===== src/rtl/conv_window_mac_ctrl_pkg.sv =====
// ============================================================================
// Module : conv_window_mac_ctrl_pkg
// Brief  : Shared fixed-point constants and FSM encoding for the window MAC.
// Rev    : 1.0
// ============================================================================
`default_nettype none

package conv_window_mac_ctrl_pkg;

   localparam int FRAC_BITS = 11;
   localparam int PROD_FRAC = 22;
   localparam int DATA_W    = 16;

   localparam logic [DATA_W-1:0] Q_MAX = 16'h7FFF;
   localparam logic [DATA_W-1:0] Q_MIN = 16'h8000;

   typedef enum logic [1:0] {
      ST_IDLE = 2'd0,
      ST_MAC  = 2'd1,
      ST_SAT  = 2'd2,
      ST_HOLD = 2'd3
   } state_t;

endpackage

`default_nettype wire


===== src/rtl/conv_window_mac_ctrl_if.sv =====
// ============================================================================
// Module : conv_window_mac_ctrl_if
// Brief  : Command, pair-stream and result handshake bundle for the window MAC.
// Rev    : 1.0
// ============================================================================
`default_nettype none

interface conv_window_mac_ctrl_if;
   import conv_window_mac_ctrl_pkg::*;

   logic              start;
   logic [DATA_W-1:0] bias;
   logic              in_valid;
   logic              in_ready;
   logic [DATA_W-1:0] pixel;
   logic [DATA_W-1:0] weight;
   logic              out_valid;
   logic              out_ready;
   logic [DATA_W-1:0] out_data;
   logic              busy;

   modport master (
      output start, bias, in_valid, pixel, weight, out_ready,
      input  in_ready, out_valid, out_data, busy
   );

   modport slave (
      input  start, bias, in_valid, pixel, weight, out_ready,
      output in_ready, out_valid, out_data, busy
   );

endinterface

`default_nettype wire


===== src/rtl/conv_window_mac_ctrl_acc_saturate.sv =====
// ============================================================================
// Module : acc_saturate
// Brief  : Q.22 accumulator (fraction LSBs below Q.11 already dropped) to
//          saturated Q5.11, truncating toward -inf, optional ReLU clamp.
// Rev    : 1.0
// ============================================================================
`default_nettype none

module acc_saturate
   import conv_window_mac_ctrl_pkg::*;
#(
   parameter int ACC_W = 40,
   parameter int RELU  = 0
) (
   input  wire logic [ACC_W-FRAC_BITS-1:0] acc,
   output logic      [DATA_W-1:0]          data
);

   // Result fits Q5.11 exactly when every bit from the Q5.11 sign upward agrees.
   localparam int TOP_LSB = DATA_W - 1;

   logic [ACC_W-FRAC_BITS-1-TOP_LSB:0] w_upper;
   logic                               w_fits;
   logic [DATA_W-1:0]                  w_sat;

   assign w_upper = acc[ACC_W-FRAC_BITS-1:TOP_LSB];
   assign w_fits  = (&w_upper) | ~(|w_upper);

   always_comb begin
      w_sat = acc[DATA_W-1:0];
      if (!w_fits) begin
         w_sat = acc[ACC_W-FRAC_BITS-1] ? Q_MIN : Q_MAX;
      end
   end

   generate
      if (RELU != 0) begin : g_relu
         assign data = w_sat[DATA_W-1] ? '0 : w_sat;
      end else begin : g_no_relu
         assign data = w_sat;
      end
   endgenerate

endmodule

`default_nettype wire


===== src/rtl/conv_window_mac_ctrl.sv =====
// ============================================================================
// Module : conv_window_mac_ctrl
// Brief  : Streams one KSIZE*KSIZE window through a shared MAC, saturates to
//          Q5.11 and holds the result until downstream accepts it.
// Rev    : 1.0
// ============================================================================
`default_nettype none

module conv_window_mac_ctrl
   import conv_window_mac_ctrl_pkg::*;
#(
   parameter int KSIZE = 5,
   parameter int ACC_W = 40,
   parameter int RELU  = 0
) (
   input wire logic                   clk,
   input wire logic                   rst,
   conv_window_mac_ctrl_if.slave      bus
);

   localparam int              NPAIRS = KSIZE * KSIZE;
   localparam int              CNT_W  = $clog2(NPAIRS + 1);
   localparam logic [CNT_W-1:0] C_LAST = CNT_W'(NPAIRS - 1);

   state_t             r_state;
   state_t             w_next;
   logic [CNT_W-1:0]   r_count;
   logic [ACC_W-1:0]   r_acc;
   logic [DATA_W-1:0]  r_out_data;
   logic [DATA_W-1:0]  w_sat_data;
   logic signed [31:0] w_prod;
   logic               w_accept;
   logic               w_last;

   assign w_prod   = $signed(bus.pixel) * $signed(bus.weight);
   assign w_accept = bus.in_valid && (r_state == ST_MAC);
   assign w_last   = w_accept && (r_count == C_LAST);

   always_ff @(posedge clk) begin
      if (rst) begin
         r_state <= ST_IDLE;
      end else begin
         r_state <= w_next;
      end
   end

   always_comb begin
      w_next = r_state;
      case (r_state)
         ST_IDLE: if (bus.start)     w_next = ST_MAC;
         ST_MAC:  if (w_last)        w_next = ST_SAT;
         ST_SAT:                     w_next = ST_HOLD;
         ST_HOLD: if (bus.out_ready) w_next = ST_IDLE;
         default:                    w_next = ST_IDLE;
      endcase
   end

   // Bias is aligned to the Q.22 product grid so products add without shifting.
   always_ff @(posedge clk) begin
      if (rst) begin
         r_count    <= '0;
         r_acc      <= '0;
         r_out_data <= '0;
      end else begin
         if (r_state == ST_IDLE && bus.start) begin
            r_acc   <= {{(ACC_W-DATA_W-FRAC_BITS){bus.bias[DATA_W-1]}},
                        bus.bias, {FRAC_BITS{1'b0}}};
            r_count <= '0;
         end else if (w_accept) begin
            r_acc   <= r_acc + {{(ACC_W-32){w_prod[31]}}, w_prod};
            r_count <= r_count + 1'b1;
         end
         if (r_state == ST_SAT) begin
            r_out_data <= w_sat_data;
         end
      end
   end

   acc_saturate #(
      .ACC_W (ACC_W),
      .RELU  (RELU)
   ) u_sat (
      .acc  (r_acc[ACC_W-1:FRAC_BITS]),
      .data (w_sat_data)
   );

   assign bus.in_ready  = (r_state == ST_MAC);
   assign bus.out_valid = (r_state == ST_HOLD);
   assign bus.out_data  = r_out_data;
   assign bus.busy      = (r_state != ST_IDLE);

endmodule

`default_nettype wire


===== src/flat_wrapper.sv =====
// flat-port wrapper written by rule: the top's interface ports become plain ports
module conv_window_mac_ctrl_flat import conv_window_mac_ctrl_pkg::*;
#(
   parameter int KSIZE = 5,
   parameter int ACC_W = 40,
   parameter int RELU  = 0
)
  (clk, rst, bus_start, bus_bias, bus_in_valid, bus_pixel, bus_weight, bus_out_ready, bus_in_ready, bus_out_valid, bus_out_data, bus_busy);
  conv_window_mac_ctrl_if bus_i ();
  input wire logic clk;
  input wire logic rst;
  input wire logic [$bits(bus_i.start)-1:0] bus_start;
  input wire logic [$bits(bus_i.bias)-1:0] bus_bias;
  input wire logic [$bits(bus_i.in_valid)-1:0] bus_in_valid;
  input wire logic [$bits(bus_i.pixel)-1:0] bus_pixel;
  input wire logic [$bits(bus_i.weight)-1:0] bus_weight;
  input wire logic [$bits(bus_i.out_ready)-1:0] bus_out_ready;
  output wire logic [$bits(bus_i.in_ready)-1:0] bus_in_ready;
  output wire logic [$bits(bus_i.out_valid)-1:0] bus_out_valid;
  output wire logic [$bits(bus_i.out_data)-1:0] bus_out_data;
  output wire logic [$bits(bus_i.busy)-1:0] bus_busy;
  assign bus_i.start = bus_start;
  assign bus_i.bias = bus_bias;
  assign bus_i.in_valid = bus_in_valid;
  assign bus_i.pixel = bus_pixel;
  assign bus_i.weight = bus_weight;
  assign bus_i.out_ready = bus_out_ready;
  assign bus_in_ready = bus_i.in_ready;
  assign bus_out_valid = bus_i.out_valid;
  assign bus_out_data = bus_i.out_data;
  assign bus_busy = bus_i.busy;
  conv_window_mac_ctrl #(.KSIZE(KSIZE), .ACC_W(ACC_W), .RELU(RELU)) u_core (.clk(clk), .rst(rst), .bus(bus_i));
endmodule

===== config.mk =====
export PLATFORM = sky130hd
export DESIGN_NAME = conv_window_mac_ctrl_flat
export DESIGN_NICKNAME = d
export VERILOG_FILES = /design/src/rtl/conv_window_mac_ctrl_pkg.sv /design/src/rtl/conv_window_mac_ctrl_if.sv /design/src/rtl/conv_window_mac_ctrl_acc_saturate.sv /design/src/rtl/conv_window_mac_ctrl.sv /design/src/flat_wrapper.sv
export SDC_FILE = /design/constraint.sdc
export NUM_CORES = 1
export LEC_CHECK = 0
export ABC_CLOCK_PERIOD_IN_PS = 23400
export CORE_MARGIN = 2
export CORE_UTILIZATION = 35
export DETAILED_ROUTE_END_ITERATION = 10
export SLEW_MARGIN = 20
export SYNTH_ARGS = -nofsm -noshare
export SYNTH_HDL_FRONTEND = slang
export SYNTH_SLANG_ARGS = --single-unit

===== constraint.sdc =====
create_clock -name clk -period 23.4 [get_ports clk]
set_clock_uncertainty 0.15 [all_clocks]
set_input_delay 2.34 -clock clk [delete_from_list [all_inputs] [get_ports clk]]
set_output_delay 2.34 -clock clk [all_outputs]
set_load 0.05 [all_outputs]

---- Word level (Yosys, flattened, before mapping) ----
Cells that the tools add are included.
Widths: inputs -> output; s select.
storage, ports and cells
  register bits ........................... 63
  bits of input ports ..................... 53
  output and inout port bits .............. 19
  word-level logic and storage cells ...... 35
operators by class
  add/sub/neg operators ................... 2
  $mul .................................... 1
  eq/ne operators ......................... 7
  mux-type cells .......................... 8
  bitwise operators ....................... 2
  reductions and logical operators ........ 10
operators with widths
  kind                 number
  $mux 40              2
  $add 40x40->40       1
  $mul 16x16->32       1
  $mux 16              2
  $reduce_and 14->1    1
  $reduce_or 14->1     1
  $pmux 2 s4           1
  $mux 2               3
  $add 5x1->5 const B  1
  $eq 5x5->1 const B   1
  $eq 2x2->1 const B   2
  $ne 2x2->1 const B   2
  $reduce_bool 2->1    2
  $logic_and 1x1->1    3
  $reduce_and 3->1     1
  $eq 2x1->1 const B   1
  $logic_not 2->1      1
  $ne 2x1->1 const B   1
  $reduce_or 2->1      1
  $not 1->1            1
  $or 1x1->1           1

---- Depth between registers and ports, before layout ----
  depth after elaboration ................. 5
  depth in mapped cells ................... 36
  mapped depth without buffers ............ 35

---- By module ----
From an unflattened synthesis, not the netlist that was laid out.
unflattened totals
  cell total of the unflattened synthesis .. 1670
  area total of the unflattened synthesis .. 14377.5 µm²
modules (own cells, without submodules)
  module                times used  cells an instance  area an instance (µm²)  sequential area each (µm²)
  conv_window_mac_ctrl  1           1624               14113.5                 1261.2
  acc_saturate          1           46                 264.0                   0.0

---- Worst setup path before layout ----
OpenSTA, ideal clock, no wires.
  path type ............................... input to register
  start point ............................. input bus_weight[1]
  end point ............................... register u_core.r_acc[38]
  library setup time ...................... 130 ps
  data arrival time ....................... 9526 ps
  required time ........................... 23120 ps
  slack ................................... 13594 ps
  stages .................................. 30
  path buffers ............................ 1
  cells stage by stage .................... clkbuf_1 -> nand2_1 -> inv_1 -> fa_1 -> fa_1 -> fa_1 -> fa_1 -> fa_1 -> inv_1 -> fa_1 -> inv_1 -> ha_1 -> a211o_1 -> or3b_1 -> o211ai_2 -> o21ai_0 -> a21o_1 -> a21oi_1 -> xnor2_1 -> ha_1 -> nand2_1 -> a21oi_1 -> a221oi_1 -> o21ai_0 -> a21o_4 -> a31oi_4 -> o221ai_2 -> a41oi_2 -> mux2i_1 -> o22ai_1
between the ends
  longest elaborated chain between the ends .. 4
RTL lines
  what                  RTL line                    text
  from (decl)           flat_wrapper.sv:16          input wire logic [$bits(bus_i.weight)-1:0] bus_weight;
  $mul 16x16->32        conv_window_mac_ctrl.sv:35  assign w_prod = $signed(bus.pixel) * $signed(bus.weight);
  $add 40x40->40        conv_window_mac_ctrl.sv:70  r_acc <= r_acc + {{(ACC_W-32){w_prod[31]}}, w_prod};
  $mux 40               conv_window_mac_ctrl.sv:69  end else if (w_accept) begin
  $mux 40               conv_window_mac_ctrl.sv:65  if (r_state == ST_IDLE && bus.start) begin
  to (signal assigned)  conv_window_mac_ctrl.sv:66  r_acc <= {{(ACC_W-DATA_W-FRAC_BITS){bus.bias[DATA_W-1]}},
  to (signal assigned)  conv_window_mac_ctrl.sv:70
  to (decl)             conv_window_mac_ctrl.sv:28  logic [ACC_W-1:0] r_acc;
No other way between the ends. The select of a mux whose other input is x is not followed.
A chain may end at the register's enable or synchronous reset.

---- Worst setup path after layout ----
Ends and elaborated chain as after synthesis.

==> flow_metrics.env <==
export IMPL_status="completed"
export IMPL_post_cts_resized=0
export IMPL_synth_ff_type="dfxtp_1"
export IMPL_cp_arrival_ps=11160
export IMPL_ys_seq_area_share_pct=8.790
export IMPL_io_pins=72
export IMPL_wl_um=34210
export IMPL_ctsHoldBuffers=0
export IMPL_synth_seq_cells=63
export IMPL_port_buffers=71
export IMPL_setup_violations=0
export IMPL_fp_coreArea_mm2=0.04065
export IMPL_slew_headroom_pct=35.04
export IMPL_crit_required_ps=23450
export IMPL_die_area_mm2=0.04263
export IMPL_rsz0062_at_grt="false"
export IMPL_synth_area_mm2=0.01435
export IMPL_cts_buffers=9
export IMPL_dr_pass1_iters=5
export IMPL_wl_per_cell_um=15.50
export IMPL_clock_latency_ps=330
export IMPL_synth_avg_cell_area_um2=8.733
export IMPL_critical_path_class="in2reg"
export IMPL_via_per_inst=4.949
export IMPL_final_core_util_pct=38.95
export IMPL_die_x_um=206.5
export IMPL_hold_viol=0
export IMPL_clk_pin_slew_ps=50
export IMPL_synthesis_instances=1643
export IMPL_ys_warn_count=0
export IMPL_final_common_cell="inv_1"
export IMPL_min_path_type="reg2reg"
export IMPL_dp_hpwl_um=28160
export IMPL_worst_pin_slew_ps=974.4
export IMPL_start_util_pct=35.30
export IMPL_grt_pass1_vias=11501
export IMPL_die_h_um=206.5
export IMPL_cp_end_kind="flip-flop"
export IMPL_post_route_min_period_ps=11110
export IMPL_grt_usage_pct=17.29
export IMPL_cp_start_kind="primary input"
export IMPL_drive_above_1_share_pct=2.148
export IMPL_n_antenna_cell=0
export IMPL_finalSetupTns_ps=0
export IMPL_first_iter_violations=494
export IMPL_most_common_layout_cells="305 x inv_1, 263 x fa_1, 191 x nand2_1"
export IMPL_grt_max_degree=50
export IMPL_area_growth_pct=10.34
export IMPL_grt_pass1_wl_um=59680
export IMPL_ant_nets=0
export IMPL_grt_antenna_before_repair=0
export IMPL_cts_tree="built"
export IMPL_cts_buffer_depth=2
export IMPL_drv_slew=0
export IMPL_synthDistinctLibCells=74
export IMPL_placementRows=74
export IMPL_max_freq_mhz=90.00
export IMPL_post_route_period_util_pct=47.48
export IMPL_drv_cap=0
export IMPL_cts_sinks=63
export IMPL_vias=10927
export IMPL_overflow=0
export IMPL_cts_root_buf="clkbuf_16"
export IMPL_synth_edf_count=0
export IMPL_post_cts_setup_buffers=0
export IMPL_drcViolationCount=0
export IMPL_syn_nets=2090
export IMPL_htreeDepth=3
export IMPL_async_reset_ff_share_pct=0
export IMPL_gp_congestion=0.8528
export IMPL_final_net_count=2119
export IMPL_crit_path_max_fanout=16
## stage by stage
stage | hold WS, ps | setup WS (ps) | instance area, um2 | instances
4_1_cts | 309.7 | 12300 | 15830 | 2208
3_3_place_gp | 292.9 | 12170 | 15520 | 2193
3_5_place_dp | 302.0 | 12020 | 15520 | 2193
5_1_grt | 343.6 | 11750 | 15830 | 2208
6_report | 303.7 | 12290 | 15830 | 2208
2_1_floorplan | 286.2 | 13590 | 14350 | 1643
## synthesized netlist by cell type (all sizes together) (21+ instances only)
cell type / number / share of area, %
a211oi: 21 / 1.1
a21o: 21 / 1.2
a21oi: 95 / 3.3
and2: 126 / 5.5
clkbuf: 52 / 1.5
dfxtp: 63 / 8.8
fa: 263 / 37
ha: 131 / 11
inv: 305 / 8.0
nand2: 191 / 5.0
nand2b: 24 / 1.0
nor2: 72 / 1.9
o21ai: 36 / 1.3
xnor2: 53 / 3.2
xor2: 21 / 1.3
## state kept, by name (all words and copies together) (netlist names)
name and count:
u_core.bus.out_data 16, u_core.r_acc 40, u_core.r_count 5, u_core.r_state 2
## final cells by class
class	count	area [um2]
sequential	63	1261
multi-input combinational	1217	11700
fill	4095	24820
clock inverter	4	70.07
inverter	305	1145
tap	532	665.6
clock buffer	11	242.7
timing repair buffer	76	748.2
## worst max-delay path, cell delays in order
cell	delay [ps]
clkdlybuf4s50_1	770
nand2_1	290
inv_1	110
fa_1	770
fa_1	500
fa_1	500
fa_1	540
fa_1	510
inv_1	50
fa_1	470
inv_1	40
ha_1	320
a211o_1	320
or3b_1	400
o211ai_2	250
o21ai_0	210
xor2_1	210
ha_1	390
a21oi_1	260
o211ai_1	150
a221oi_1	400
o21ai_0	190
a21o_4	250
a31oi_4	220
o221ai_2	160
a41oi_2	220
mux2i_1	200
o22ai_1	90
## final timing paths
check | slack [ps] | depth (start not counted) | to | from
worst max-delay path | 12290 | 28 | u_core.r_acc[38]$_SDFFE_PP0P_ | bus_weight[1]
worst min-delay path | 300 | 2 | u_core.r_acc[7]$_SDFFE_PP0P_ | u_core.r_acc[7]$_SDFFE_PP0P_
worst max register to register | 20140 | 12 | u_core.r_acc[38]$_SDFFE_PP0P_ | u_core.r_acc[0]$_SDFFE_PP0P_
worst min register to register | 300 | 2 | u_core.r_acc[7]$_SDFFE_PP0P_ | u_core.r_acc[7]$_SDFFE_PP0P_
## logic make-up after synthesis
logic type / share of synthesized area (%)
multiplexers: 0.4186
flip-flops: 8.790
XOR/XNOR: 4.517
AND/OR/NAND/NOR: 16.45
AO/OA/AOI/OAI: 12.03
adder cells (fa/ha/maj): 48.12
buffers and inverters: 9.671
## per-layer routing
layer	global-route usage [%]	share of wire (%)	wire length, um
met4	2.883	1.1	371
met5	0	0	0
met3	2.034	5.1	1730
met2	26.42	44	14940
met1	26.41	50	17180
Power is left out: the tool's default activity adds up to more than one toggle a clock period on the data nets, which glitch-free logic cannot reach.
